$ cat config.mk
export PLATFORM = sky130hd
export DESIGN_NAME = obi_data_arb
export DESIGN_NICKNAME = d
export VERILOG_FILES = /design/src/rtl/obi_arb_pkg.sv /design/src/rtl/obi_route_fifo.sv /design/src/rtl/obi_data_arb.sv
export SDC_FILE = /design/constraint.sdc
export NUM_CORES = 1
export LEC_CHECK = 0
export CAP_MARGIN = 10
export CORE_AREA = 2 2 123 125
export DETAILED_ROUTE_END_ITERATION = 16
export DIE_AREA = 0 0 125 127
export PLACE_DENSITY = 0.57
export SYNTH_ARGS = -nofsm -noshare
export SYNTH_HDL_FRONTEND = slang
export SYNTH_HIERARCHICAL = 1
export SYNTH_SLANG_ARGS = --single-unit
export TNS_END_PERCENT = 20
$ cat constraint.sdc
create_clock -name clk_i -period 3.35 [get_ports clk_i]
set_input_delay 1.005 -clock clk_i [delete_from_list [all_inputs] [get_ports clk_i]]
set_output_delay 1.005 -clock clk_i [all_outputs]
set_load 0.005 [all_outputs]
$ cat src/rtl/obi_arb_pkg.sv
// Shared types for the two-master OBI data-port arbiter.
// Holds the master index encoding and the arbiter lock-state encoding.
package obi_arb_pkg;

    localparam int NUM_MASTERS = 2;
    localparam int SEL_W       = $clog2(NUM_MASTERS);

    typedef enum logic {
        M0 = 1'b0,
        M1 = 1'b1
    } master_e;

    typedef enum logic {
        ARB_IDLE   = 1'b0,
        ARB_LOCKED = 1'b1
    } arb_state_e;

    function automatic master_e other_master(input master_e m);
        return (m == M0) ? M1 : M0;
    endfunction

endpackage

$ cat src/rtl/obi_route_fifo.sv
// In-order routing FIFO remembering which master owns each outstanding
// slave transaction; pointers wrap modulo DEPTH beside a separate count.
module obi_route_fifo #(
    parameter int DEPTH = 2,
    parameter int WIDTH = 1
) (
    input  logic             clk_i,
    input  logic             rst_ni,
    input  logic             push_i,
    input  logic             pop_i,
    input  logic [WIDTH-1:0] data_i,
    output logic             full_o,
    output logic             empty_o,
    output logic [WIDTH-1:0] head_o
);

    localparam int PW = (DEPTH > 1) ? $clog2(DEPTH) : 1;
    localparam int CW = $clog2(DEPTH) + 1;

    logic [WIDTH-1:0] r_mem [DEPTH];
    logic [PW-1:0]    r_wptr;
    logic [PW-1:0]    r_rptr;
    logic [CW-1:0]    r_count;
    logic             w_push;
    logic             w_pop;

    function automatic logic [PW-1:0] next_ptr(input logic [PW-1:0] p);
        return (p == PW'(DEPTH - 1)) ? '0 : p + PW'(1);
    endfunction

    assign full_o  = (r_count == CW'(DEPTH));
    assign empty_o = (r_count == '0);
    assign head_o  = r_mem[r_rptr];
    assign w_push  = push_i & ~full_o;
    assign w_pop   = pop_i & ~empty_o;

    always_ff @(posedge clk_i or negedge rst_ni) begin
        if (!rst_ni) begin
            r_wptr  <= '0;
            r_rptr  <= '0;
            r_count <= '0;
        end else begin
            if (w_push) r_wptr <= next_ptr(r_wptr);
            if (w_pop)  r_rptr <= next_ptr(r_rptr);
            case ({w_push, w_pop})
                2'b10:   r_count <= r_count + CW'(1);
                2'b01:   r_count <= r_count - CW'(1);
                default: r_count <= r_count;
            endcase
        end
    end

    // Storage needs no reset: entries are only read while the count says valid.
    always_ff @(posedge clk_i) begin
        if (w_push) r_mem[r_wptr] <= data_i;
    end

endmodule

$ cat src/rtl/obi_data_arb.sv
// Zero-latency round-robin arbiter merging the core data port and the
// coprocessor memory port onto a single OBI slave, with in-order rvalid steering.
module obi_data_arb
    import obi_arb_pkg::*;
#(
    parameter int OUTSTANDING = 2,
    parameter int ADDR_WIDTH  = 32
) (
    input  logic                  clk_i,
    input  logic                  rst_ni,

    input  logic                  m0_req_i,
    output logic                  m0_gnt_o,
    input  logic [ADDR_WIDTH-1:0] m0_addr_i,
    input  logic                  m0_we_i,
    input  logic [3:0]            m0_be_i,
    input  logic [31:0]           m0_wdata_i,
    output logic [31:0]           m0_rdata_o,
    output logic                  m0_rvalid_o,

    input  logic                  m1_req_i,
    output logic                  m1_gnt_o,
    input  logic [ADDR_WIDTH-1:0] m1_addr_i,
    input  logic                  m1_we_i,
    input  logic [3:0]            m1_be_i,
    input  logic [31:0]           m1_wdata_i,
    output logic [31:0]           m1_rdata_o,
    output logic                  m1_rvalid_o,

    output logic                  s_req_o,
    input  logic                  s_gnt_i,
    output logic [ADDR_WIDTH-1:0] s_addr_o,
    output logic                  s_we_o,
    output logic [3:0]            s_be_o,
    output logic [31:0]           s_wdata_o,
    input  logic [31:0]           s_rdata_i,
    input  logic                  s_rvalid_i,

    output logic                  err_o
);

    arb_state_e       r_state;
    master_e          r_lock_sel;
    master_e          r_last;
    logic             r_err;

    master_e          w_sel;
    logic             w_sel_req;
    logic             w_hs;
    logic             w_full;
    logic             w_empty;
    logic [SEL_W-1:0] w_head;
    logic             w_rsp_ok;

    // A locked master keeps the bus; otherwise round-robin on conflict.
    always_comb begin
        w_sel = M0;
        if (r_state == ARB_LOCKED)      w_sel = r_lock_sel;
        else if (m0_req_i && m1_req_i)  w_sel = other_master(r_last);
        else if (m1_req_i)              w_sel = M1;
    end

    assign w_sel_req = (w_sel == M1) ? m1_req_i : m0_req_i;
    assign s_req_o   = w_sel_req & ~w_full & rst_ni;
    assign s_addr_o  = (w_sel == M1) ? m1_addr_i  : m0_addr_i;
    assign s_we_o    = (w_sel == M1) ? m1_we_i    : m0_we_i;
    assign s_be_o    = (w_sel == M1) ? m1_be_i    : m0_be_i;
    assign s_wdata_o = (w_sel == M1) ? m1_wdata_i : m0_wdata_i;

    assign w_hs      = s_req_o & s_gnt_i;
    assign m0_gnt_o  = w_hs & (w_sel == M0);
    assign m1_gnt_o  = w_hs & (w_sel == M1);

    // Only rdata is shared; rvalid goes solely to the owner at the FIFO head.
    assign w_rsp_ok    = s_rvalid_i & ~w_empty;
    assign m0_rvalid_o = w_rsp_ok & (master_e'(w_head) == M0);
    assign m1_rvalid_o = w_rsp_ok & (master_e'(w_head) == M1);
    assign m0_rdata_o  = s_rdata_i;
    assign m1_rdata_o  = s_rdata_i;
    assign err_o       = r_err;

    obi_route_fifo #(
        .DEPTH (OUTSTANDING),
        .WIDTH (SEL_W)
    ) u_route_fifo (
        .clk_i   (clk_i),
        .rst_ni  (rst_ni),
        .push_i  (w_hs),
        .pop_i   (s_rvalid_i),
        .data_i  (SEL_W'(w_sel)),
        .full_o  (w_full),
        .empty_o (w_empty),
        .head_o  (w_head)
    );

    always_ff @(posedge clk_i or negedge rst_ni) begin
        if (!rst_ni) begin
            r_state    <= ARB_IDLE;
            r_lock_sel <= M0;
            r_last     <= M1;
            r_err      <= 1'b0;
        end else begin
            case (r_state)
                ARB_IDLE: begin
                    if (s_req_o && !s_gnt_i) begin
                        r_state    <= ARB_LOCKED;
                        r_lock_sel <= w_sel;
                    end
                end
                ARB_LOCKED: begin
                    if (!s_req_o || s_gnt_i) r_state <= ARB_IDLE;
                end
                default: r_state <= ARB_IDLE;
            endcase
            if (w_hs) r_last <= w_sel;
            if (s_rvalid_i && w_empty) r_err <= 1'b1;
        end
    end

endmodule

-- After elaboration in Yosys (flattened, before gate mapping)
Memories as Yosys holds them, arrays and structs flattened.
Index checks and enable logic that the tools add are counted.
- logic and storage cells: 55
- input port bits: 176
- bits in registers: 8
- output and inout port bits: 139
- memory bits (writable): 2
- memories kept: 1
- reductions and logical operators: 9
- $add $sub $neg: 4
- equality and inequality tests: 3
- bitwise gates (word level): 14
- mux-type cells: 17
- memories (name ; depth ; bits a word ; rd ports ; clocked after Yosys merged registers in ; wr ports ; line ; text):
    u_route_fifo.r_mem ; 2 ; 1 ; 1 ; 0 ; 1 ; obi_route_fifo.sv:20 ; logic [WIDTH-1:0] r_mem [DEPTH];
- operator list (kind ; count):
    $mux W32 ; 2
    $mux W1 ; 12
    $and A1 B1 Y1 ; 9
    $not A1 Y1 ; 5
    $eq A2 B2 Y1 const B ; 2
    $mux W4 ; 1
    $pmux W2 S2 ; 1
    $logic_and A1 B1 Y1 ; 3
    $add A1 B1 Y1 const B ; 2
    $add A2 B1 Y2 const B ; 1
    $eq A2 B1 Y1 const B ; 1
    $logic_not A1 Y1 ; 2
    $logic_not A2 Y1 ; 1
    $pmux W1 S2 ; 1
    $reduce_and A2 Y1 ; 1
    $reduce_bool A2 Y1 ; 1
    $sub A2 B1 Y2 const B ; 1
    $logic_or A1 B1 Y1 ; 1

-- Logic depth before layout (Yosys ltp)
Gate-level depths: netlist (run 1).
- word-level depth: 10
- mapped depth: 10

-- By module
Netlist (run 1), hierarchy kept.
- modules (own cells, without submodules) (module ; seq. area each (sq um) ; area each (sq um) ; times used ; cells each):
    obi_data_arb ; 101.3 ; 1921.8 ; 1 ; 170
    obi_route_fifo ; 160.2 ; 267.8 ; 1 ; 21

-- Worst setup path before layout (run 1)
Ideal clock, no wire load.
- kind: input-to-output
- from: input port m0_req_i
- to: output port s_addr_o[0]
- slack: 0.438 ns
- cell stages on the path: 5
- arrival: 1.907 ns
- data required time: 2.345 ns
- buffers on the path: 2
- cell sequence: and2_1 o21a_1 buf_6 buf_12 mux2_4
- cells in the longest elaborated chain, start to end: 4
- ends and longest elaborated chain (what ; line ; text):
    from (decl) ; obi_data_arb.sv:12 ; input logic m0_req_i,
    $logic_and A1 B1 Y1 ; obi_data_arb.sv:59 ; else if (m0_req_i && m1_req_i) w_sel = other_master(r_last);
    $mux W1 ; obi_data_arb.sv:59 ;
    $mux W1 ; obi_data_arb.sv:58 ; if (r_state == ARB_LOCKED) w_sel = r_lock_sel;
    $mux W32 ; obi_data_arb.sv:65 ; assign s_addr_o = (w_sel == M1) ? m1_addr_i : m0_addr_i;
    to (decl) ; obi_data_arb.sv:32 ; output logic [ADDR_WIDTH-1:0] s_addr_o,
Every way passes these cells.

-- Worst setup path in the final report (run 1)
- from: input port rst_ni
- to: output port m1_gnt_o
- cells in the longest elaborated chain, start to end: 3
- ends and longest elaborated chain (what ; line ; text):
    from (decl) ; obi_data_arb.sv:10 ; input logic rst_ni,
    $and A1 B1 Y1 ; obi_data_arb.sv:64 ; assign s_req_o = w_sel_req & ~w_full & rst_ni;
    $and A1 B1 Y1 ; obi_data_arb.sv:70 ; assign w_hs = s_req_o & s_gnt_i;
    $and A1 B1 Y1 ; obi_data_arb.sv:72 ; assign m1_gnt_o = w_hs & (w_sel == M1);
    to (decl) ; obi_data_arb.sv:22 ; output logic m1_gnt_o,
Every way passes these cells.

==> run metrics, run 1 <==
row cnt 44; synth warn 6; # nets final approximately 550; area delta synth->final 95.8%; layout cells sized above 1 43.8%; PD cells about 420 nW/um^2; vias in the first global route around 2,200; Slew @ Worst Pin ~0.26 ns; final wirelength ~9000 um; Clock Sinks 10; Max Slew Vio Count 0; hold path start err_o; Final min period ~3.4 ns; PortBufs around 220; initial antenna violation count 0; Pint between 1000 and 1500 uW; CTS root buf clkbuf_16; Vias between 2,000 and 2,500; Area after DPL roughly 4000 sq um; WP data required ~2.3 ns; unrepaired setup endpoints after global routing yes; H-tree depth 1; fmax approximately 290 MHz; FF-to-FF End u_route_fifo/r_count[1]; FF-to-FF Start u_route_fifo/r_count[0]; Routed Antenna Nets 0; grt ovf 0; Die X 125 um; final setup violation count 1; Worst Setup Start Kind primary input; pin count of the biggest net entering global routing 10; Final Hold Fails 0; global-route wire length before repair 12,900 um; Switching Share 30.0%; DRC errors left 0; CP endpoint kind primary output; EDFF count, synth 2; Worst Reg-to-Reg Cells 10; n_diodes 0; status finished with violations; main flop type after synthesis dfrtp_1; DPL Wire Length between 7000 and 8000 um; max-cap check violation count 0; critical path class in -> out; GRT Util Overall roughly a tenth; syn_area_per_cell 11.5 sq um; Flop pwr share between 10% and 20%; reg2reg setup slack about 1.1 ns; library cells used by synthesis 33; die area 15,900 sq um; drt via density approximately 3.7; Pleak between 0.002 and 0.0025 uW; Layout Skew roughly 0.0034 ns; Initial Utilization approximately 15%; core area 14,400 sq um; commonest non-fill, non-tap cell in the layout clkdlybuf4s50_1; Setup crit start rst_ni; Clock Power Share about an eighth; Max FO, Critical Path 3; Hold Path Cell Cnt 1; clock latency at the later pin of the worst-skew pair between 0.2 and 0.25 ns; CTS Buf Count 3; asr flop ratio synth approximately four fifths; Slew headroom between 80% and 90%; Arrival @ worst endpoint 2.44 ns; Hold Path Sink err_o; WL per Instance between 15 and 20 um; clk slew on worst S/H paths 0.04 ns; IO Pins ~320; syn nets 368; Synth Register Bits 10; worst vdd ir between 0.2 and 0.3 mV; sequential share of the synthesized area a little under an eighth; 1st-iter DRT viols between 40 and 50; clock buffer depth 2; final instance area ~4300 sq um; post-layout worst setup margin -0.0930 ns; Synth Instances between 150 and 200; TritonRoute pass-1 iters 4; gp weighted congestion about 0.84; Die Span Y 127 um; Tcrit/Tclk final 103%; combinational share of power 75.2%; most frequent cells in the layout 145 x clkdlybuf4s50_1, 67 x mux2_4, 27 x clkbuf_2; worst min path class reg -> reg; CTS tree built; failing checks setup timing; switching pwr ~540 uW; Tot Pwr between 1500 and 2000 uW; Syn Std Cell Area 2190 sq um
[routing by layer]
layer  share of wire, %  global-route usage (%)
met1                 41                    12.6
met2                 48                    17.2
met3                 10                    3.69
met4                1.1                    1.83
met5                  0                       0
[worst max-delay path, stage by stage]
cell,delay [ns]
clkdlybuf4s50_1,0.48
nor2b_4,0.18
o211ai_1,0.12
nor2_1,0.13
clkdlybuf4s50_1,0.52
[timing repair]
item                                    CTS  global route
endpoints found under the setup margin   72            38
gates cloned                              6             0
resized for setup                       181            48
pin swaps                                 1             2
buffers inserted                          7             2
hold buffers                              0             0
[through the flow]
step / std cells / worst slack [ns] / setup TNS, ns / hold slack [ns] / util, %
after floorplan: 191 / 0.438 / 0 / 0.450 / -
after global placement: 535 / -0.595 / -38.26 / 0.444 / 28.5
after detailed placement: 535 / -0.601 / -38.64 / 0.454 / 28.5
after CTS: 552 / -0.126 / -2.19 / 0.468 / 30.6
after global routing: 552 / -0.182 / -0.182 / 0.492 / 29.7
final: 552 / -0.0930 / -0.0930 / 0.459 / 29.7
[flip-flops by register name, indices dropped and copies added, names as in the netlist]
signal and cells:
u_route_fifo/r_count 2, u_route_fifo/r_mem 2, err_o 1, r_last 1, r_lock_sel 1, r_state 1, u_route_fifo/r_rptr 1, u_route_fifo/r_wptr 1
[how the worst max path moves through the flow]
stage	endpoint	slack [ns]	cells past startpoint
after floorplan	s_addr_o[0]	0.44	5
after global placement	s_wdata_o[22]	-0.60	6
after detailed placement	s_wdata_o[22]	-0.60	6
after CTS	s_wdata_o[6]	-0.13	9
after global routing	m1_gnt_o	-0.18	5
final	m1_gnt_o	-0.09	5
[cells by family (layout without fill, tap and decap cells)]
kind of cell	after synthesis	after routing	share of synthesized area [%]
buffers and inverters	75	252	29.1
multiplexers	70	70	47.5
flip-flops	10	10	11.9
AND/OR/NAND/NOR	20	20	5.43
XOR/XNOR	5	5	2.00
adder cells (fa/ha/maj)	1	1	0.571
AO/OA/AOI/OAI	10	10	3.43
[power by group through the flow]
stage,registers [uW],logic (uW),clock network (uW)
6_report,212,1350,234
5_1_grt,220,1440,249
4_1_cts,212,1410,239
3_5_place_dp,214,1230,0
3_3_place_gp,211,1220,0
2_1_floorplan,203,738,0
[cell type report]
type                            count  area [sq um]
Tap cell                          184           230
Sequential cell                    10           262
Inverter                            3          11.3
Clock buffer                        4          88.8
Fill cell                        1509         10100
Timing Repair Buffer              245          2380
Multi-Input combinational cell    106          1310
[Yosys cell counts, types with 2 or more instances]
| cell type | number | area, sq um |
|---|---|---|
| nor2b_1 | 2 | 12.5 |
| o2bb2ai_1 | 2 | 17.5 |
| inv_1 | 3 | 11.3 |
| xnor2_1 | 3 | 26.3 |
| mux2_2 | 3 | 33.8 |
| nor2_1 | 7 | 26.3 |
| edfxtp_1 | 2 | 60.1 |
| buf_12 | 6 | 120 |
| nand2b_1 | 2 | 12.5 |
| nand2_1 | 2 | 7.51 |
| buf_4 | 64 | 480 |
| xor2_1 | 2 | 17.5 |
| mux2_4 | 67 | 1010 |
| dfrtp_1 | 7 | 175 |
Note: power is estimated with default switching activity, not from simulation.
==> run 2: changes to the inputs <==
--- a/config.mk
+++ b/config.mk
@@ -5,7 +5,6 @@
 export SDC_FILE = /design/constraint.sdc
 export NUM_CORES = 1
 export LEC_CHECK = 0
-export CAP_MARGIN = 10
 export CORE_AREA = 2 2 123 125
 export DETAILED_ROUTE_END_ITERATION = 16
 export DIE_AREA = 0 0 125 127
==> results of run 2 <==
Same layout as run 1: the final DEF is identical, and so are final timing and power.
